**src/rtl/fetch_pkg.sv**
```systemverilog
// Shared constants and types for the instruction fetch stage.
package fetch_pkg;

  localparam int PC_W_DEFAULT    = 8;
  localparam int INSTR_W_DEFAULT = 8;
  localparam int PC_LAST_DEFAULT = 15;

  // Opcode nibble (instr[7:4]) that stops fetching when HALT support is built in.
  localparam logic [3:0] HALT_OP = 4'hF;

  typedef enum logic {
    RUN  = 1'b0,
    HALT = 1'b1
  } fetch_state_e;

endpackage

```
**src/rtl/fetch_skid.sv**
```systemverilog
// Output slot plus one skid entry between the memory return path and the decoder.
module fetch_skid #(
  parameter int W = 16
) (
  input  logic         clk,
  input  logic         rst_n,
  input  logic         flush,
  input  logic         in_vld,
  input  logic [W-1:0] in_data,
  input  logic         out_ready,
  output logic         out_vld,
  output logic [W-1:0] out_data,
  output logic         full
);

  logic         out_vld_reg;
  logic [W-1:0] out_data_reg;
  logic         sk_vld_reg;
  logic [W-1:0] sk_data_reg;

  always_ff @(posedge clk or negedge rst_n) begin
    if (!rst_n) begin
      out_vld_reg  <= 1'b0;
      out_data_reg <= '0;
      sk_vld_reg   <= 1'b0;
      sk_data_reg  <= '0;
    end else if (flush) begin
      out_vld_reg <= 1'b0;
      sk_vld_reg  <= 1'b0;
    end else if (!out_vld_reg || out_ready) begin
      // Slot frees up: the skid entry is older than any arrival, so it goes first.
      if (sk_vld_reg) begin
        out_vld_reg  <= 1'b1;
        out_data_reg <= sk_data_reg;
        sk_vld_reg   <= 1'b0;
      end else begin
        out_vld_reg <= in_vld;
        if (in_vld) begin
          out_data_reg <= in_data;
        end
      end
    end else if (in_vld) begin
      sk_vld_reg  <= 1'b1;
      sk_data_reg <= in_data;
    end
  end

  assign out_vld  = out_vld_reg;
  assign out_data = out_data_reg;
  assign full     = sk_vld_reg;

endmodule

```
**src/rtl/fetch_unit.sv**
```systemverilog
// Instruction fetch stage: PC, memory request tracking, branch redirect and optional HALT.
// Define FETCH_HALT_EN to stop fetching after an instruction whose top nibble is HALT_OP.
module fetch_unit
  import fetch_pkg::*;
#(
  parameter int PC_W    = PC_W_DEFAULT,
  parameter int INSTR_W = INSTR_W_DEFAULT,
  parameter int PC_LAST = PC_LAST_DEFAULT
) (
  input  logic               clk,
  input  logic               rst_n,
  output logic [PC_W-1:0]    pc_o,
  input  logic [INSTR_W-1:0] instr_i,
  input  logic               br_vld,
  input  logic [PC_W-1:0]    br_target,
  output logic               dec_vld,
  input  logic               dec_ready,
  output logic [INSTR_W-1:0] dec_instr,
  output logic [PC_W-1:0]    dec_pc,
  output logic               halted
);

  localparam logic [PC_W-1:0] PC_LAST_V = PC_W'(PC_LAST);

  logic [PC_W-1:0] pc_reg, pc_next;
  logic            req_vld_reg, req_vld_next;
  logic [PC_W-1:0] req_pc_reg, req_pc_next;
  fetch_state_e    state_reg, state_next;

  logic arrive;
  logic halt_hit;
  logic skid_full;
  logic skid_busy;
  logic issue;
  logic [INSTR_W+PC_W-1:0] out_data;

  function automatic logic [PC_W-1:0] pc_inc(input logic [PC_W-1:0] p);
    return (p == PC_LAST_V) ? '0 : p + PC_W'(1);
  endfunction

  assign arrive = req_vld_reg && !br_vld;

`ifdef FETCH_HALT_EN
  assign halt_hit = arrive && (instr_i[7:4] == HALT_OP);
  assign halted   = (state_reg == HALT);
`else
  assign halt_hit = 1'b0;
  assign halted   = 1'b0;
`endif

  // Hold off issue if the skid is occupied now or is about to take this cycle's arrival.
  assign skid_busy = skid_full || (arrive && dec_vld && !dec_ready);
  assign issue     = (state_reg == RUN) && !skid_busy && !br_vld && !halt_hit;

  always_comb begin
    pc_next      = pc_reg;
    req_vld_next = 1'b0;
    req_pc_next  = req_pc_reg;
    state_next   = state_reg;
    if (br_vld) begin
      pc_next    = br_target;
      state_next = RUN;
    end else if (halt_hit) begin
      pc_next    = pc_inc(req_pc_reg);
      state_next = HALT;
    end else if (issue) begin
      req_vld_next = 1'b1;
      req_pc_next  = pc_reg;
      pc_next      = pc_inc(pc_reg);
    end
  end

  always_ff @(posedge clk or negedge rst_n) begin
    if (!rst_n) begin
      pc_reg      <= '0;
      req_vld_reg <= 1'b0;
      req_pc_reg  <= '0;
      state_reg   <= RUN;
    end else begin
      pc_reg      <= pc_next;
      req_vld_reg <= req_vld_next;
      req_pc_reg  <= req_pc_next;
      state_reg   <= state_next;
    end
  end

  assign pc_o = pc_reg;

  fetch_skid #(
    .W(INSTR_W + PC_W)
  ) u_skid (
    .clk      (clk),
    .rst_n    (rst_n),
    .flush    (br_vld),
    .in_vld   (arrive),
    .in_data  ({instr_i, req_pc_reg}),
    .out_ready(dec_ready),
    .out_vld  (dec_vld),
    .out_data (out_data),
    .full     (skid_full)
  );

  assign dec_instr = out_data[PC_W +: INSTR_W];
  assign dec_pc    = out_data[PC_W-1:0];

endmodule

```
**config.mk**
```make
export PLATFORM = sky130hd
export DESIGN_NAME = fetch_unit
export DESIGN_NICKNAME = d
export VERILOG_FILES = /design/src/rtl/fetch_pkg.sv /design/src/rtl/fetch_skid.sv /design/src/rtl/fetch_unit.sv
export SDC_FILE = /design/constraint.sdc
export NUM_CORES = 1
export LEC_CHECK = 0
export CAP_MARGIN = 30
export CORE_AREA = 2 2 80 82
export DETAILED_ROUTE_END_ITERATION = 16
export DIE_AREA = 0 0 82 84
export PLACE_DENSITY = 0.73
export SYNTH_ARGS = -nofsm -noshare
export SYNTH_HDL_FRONTEND = slang
export SYNTH_SLANG_ARGS = --single-unit
export TNS_END_PERCENT = 5
```
**constraint.sdc**
```tcl
create_clock -name clk -period 2 [get_ports clk]
set_clock_uncertainty 0.1 [all_clocks]
set_input_delay 0.2 -clock clk [delete_from_list [all_inputs] [get_ports clk]]
set_output_delay 0.2 -clock clk [all_outputs]
set_load 0.1 [all_outputs]
```
==> results.cfg <==
[power_and_ir_drop]
p_leak_nw = 1.282
pwr-share-comb_pct = 39.4
sequentialPowerShare_pct = 42.9
p_int_mw = 1.895
sw_frac_of_total_pct = 42.79
power_density_nw_per_um2 = 1128
clockPowerShare_pct = 17.8
ir_drop_uv = 505.5
p_sw_mw = 1.417

[final_layout]
multiInputGateArea_um2 = 979.7
drive_gt1_share_pct = 32.22
syn2layout_area_growth_pct = 26.59
antenna_cells = 0
fin_nets = 259
seq_area_um2 = 1284
nFillCells = 579

[grt]
grt_util_met3_pct = 4.437
grt_remaining_overflow = 0
grt_pass1_wl_um = 7120
grt_pass1_vias = 1476
grt_start_max_net_pins = 33
met1_usage_pct = 18.37
busiest_layer = met2
grt_util_met2_pct = 20.33
grtUsageTotal_pct = 13.56
antenna_found_initial = 0

[worst_setup_path]
path_cells = ha_1, and3_1, a2111oi_4, nor3b_1, a221o_1
worst_ep_arrival_time_ps = 2000
worst_path_max_delay_cell = dfrtp_2
r2r_cells = 5
path_max_fanout = 6
crit_required_ps = 2150
r2r_start = pc_o[0]
reg2reg_slack_ps = 140
critPathCapture = pc_o[5]
worstSetupPathType = reg2reg
cp-start-kind = flop
rr_endpoint = pc_o[5]
startpoint = pc_o[0]
cp-end-kind = flop
cp_slowest_stage_delay_ps = 460

[synth]
synthTopCellsByArea = dfrtp_1 55%, mux2i_1 7.8%, mux2_4 5.2%, mux2_2 4.9%, a21oi_1 3.7%
synth_enable_flop_cells = 0
syn_inst = 185
avgSynthCellArea_um2 = 12.54
synthXorXnorAreaFrac_pct = 0.7551
syn_area_um2 = 2320
synth_fa_ha_area_share_pct = 0.5394
synthFlopType = dfrtp_1
synth_area_leader_cell = dfrtp_1
syn_nets = 206
async_reset_ff_share_pct = 100.0
synth_top_family_by_area = multiplexers
ys_ff_latch = 51
ys_top_cells_by_count = 51 x dfrtp_1, 19 x nor2_1, 18 x mux2i_1
ys_warn_count = 0
muxShareOfSynthArea_pct = 20.71
ys_types = 36
synth_compound_gate_area_share_pct = 8.846
yosys.area_share.simple_pct = 10.95
yosysMostFrequentCell = dfrtp_1
seq_area_frac_synth_pct = 55.02
yosysTopAreaCellShare_pct = 55.02

[detailed_routing]
drc = 0
final_antenna_net_count = 0
routed_wl_um = 4167
dr_total_vias = 1554
drt-wirelength-per-cell_um = 13.19
drt_iter0_drc = 89
via_per_inst = 4.918
drt-pass1-iter-count = 4

[clocking]
h-tree-depth = 2
cts_tree = done
cts.sinks = 51
clk_path_buf_depth = 2
path_clk_slew_ps = 90
cts.root.buffer_cell = clkbuf_8
worstSkewPairLatency_ps = 300
post_cts_buffers = 0
cts_buffers = 5

[timing]
finalSetupViolCount = 0
finalHoldViolCount = 0
fin_setup_tns_ps = 0
worst_pin_slew_ps = 581.4
report.final.slew_viol_count = 0
fin_crit_sh_pct = 92.86
rsz0062_at_grt = false
fin_crit_ps = 1857
slew_headroom_pct = 61.24
hold_slack_ps = 322.0
max_freq_mhz = 538.4

[placed_design]
place.gp.congestion = 0.7651
post-dp-hpwl_um = 3023
io_buffers = 44

[floorplanning]
io_pins = 46
fp.dieArea_um2 = 6888
start_util_pct = 38.05
core_um2 = 6096
rows = 29
fp.dieH_um = 84
die_w_um = 82

[run_status]
status = completed

[job]
drv_cap = 0

[hold_path]
hold_class = in2async
layer usage:
| metal | part of all wire [%] | wire length (um) |
|---|---|---|
| met3 | 5.8 | 241 |
| met1 | 45 | 1893 |
| met4 | 1.4 | 58 |
| met5 | 0 | 0 |
| met2 | 47 | 1973 |
cells by family after synthesis:
family	Yosys count
buffers and inverters	12
flip-flops	51
AND/OR/NAND/NOR	46
other	1
XOR/XNOR	2
adder cells (fa/ha/maj)	1
multiplexers	42
AO/OA/AOI/OAI	30
through the flow:
stage          cell area (um2)  util [%]  cells  setup slack (ps)  power, mW
2_1_floorplan             2327         -    185            -85.59      2.437
3_3_place_gp              2839     46.57    307             71.51      2.735
3_5_place_dp              2839     46.57    307             46.96      2.759
4_1_cts                   2937     48.17    316             135.0      3.359
5_1_grt                   2937     48.17    316             27.45      3.485
6_report                  2937     48.17    316             142.8      3.312
final cells by class:
type,instances,area share [%]
clock inverter,3,0.6391
tap,77,3.281
sequential,51,43.72
timing repair buffer,57,16.53
inverter,1,0.1278
multi-input combinational,122,33.36
clock buffer,5,2.343
cell usage in the layout, fill, tap and decap left out, types with 2 or more instances in the layout:
cell type | Yosys | final
nand2_1 | 7 | 7
dfrtp_1 | 51 | 45
nor3b_1 | 2 | 2
a221o_1 | 4 | 4
a21oi_1 | 17 | 17
nor3_1 | 2 | 2
dfrtp_2 | 0 | 6
xnor2_1 | 2 | 2
nor2_1 | 19 | 19
buf_4 | 6 | 36
o21ai_1 | 3 | 3
mux2_4 | 8 | 8
mux2_2 | 10 | 10
mux2_1 | 6 | 6
or3_1 | 2 | 2
a21o_1 | 3 | 3
clkinv_2 | 0 | 2
clkdlybuf4s50_1 | 0 | 18
clkbuf_8 | 0 | 5
nor2b_1 | 2 | 2
mux2i_1 | 18 | 18
worst max-delay path: cells and delay by family, from the launching register on:
family                     cells  cell delay [ps]
adders and majority gates      1              230
DFF                            1              460
and+or+nand+nor                2              460
AOI/OAI and AO/OA              2              550
timing repair:
item | in CTS | in global routing
endpoints found under the hold margin | 24 | 0
hold buffers | 1 | 0
endpoints found under the setup margin | 0 | 0
gates resized for setup | 0 | 0
power groups by stage:
stage	Clock [mW]	Combinational, mW	Sequential (mW)
6_report	0.588	1.30	1.42
5_1_grt	0.658	1.37	1.46
4_1_cts	0.616	1.32	1.43
3_5_place_dp	0	1.31	1.45
3_3_place_gp	0	1.30	1.44
2_1_floorplan	0	0.333	2.10
how the worst min path moves through the flow:
| stage | start | end | cells after the start |
|---|---|---|---|
| after global placement | rst_n | u_skid.out_data[1] | 1 |
| final | rst_n | u_skid.sk_data_reg[0] | 2 |
| after CTS | br_target[2] | pc_o[2] | 3 |
| after floorplan | rst_n | pc_o[0] | 0 |
| after detailed placement | rst_n | u_skid.out_data[1] | 1 |
| after global routing | br_target[6] | pc_o[6] | 3 |
Power figures use the tool's default switching activity.
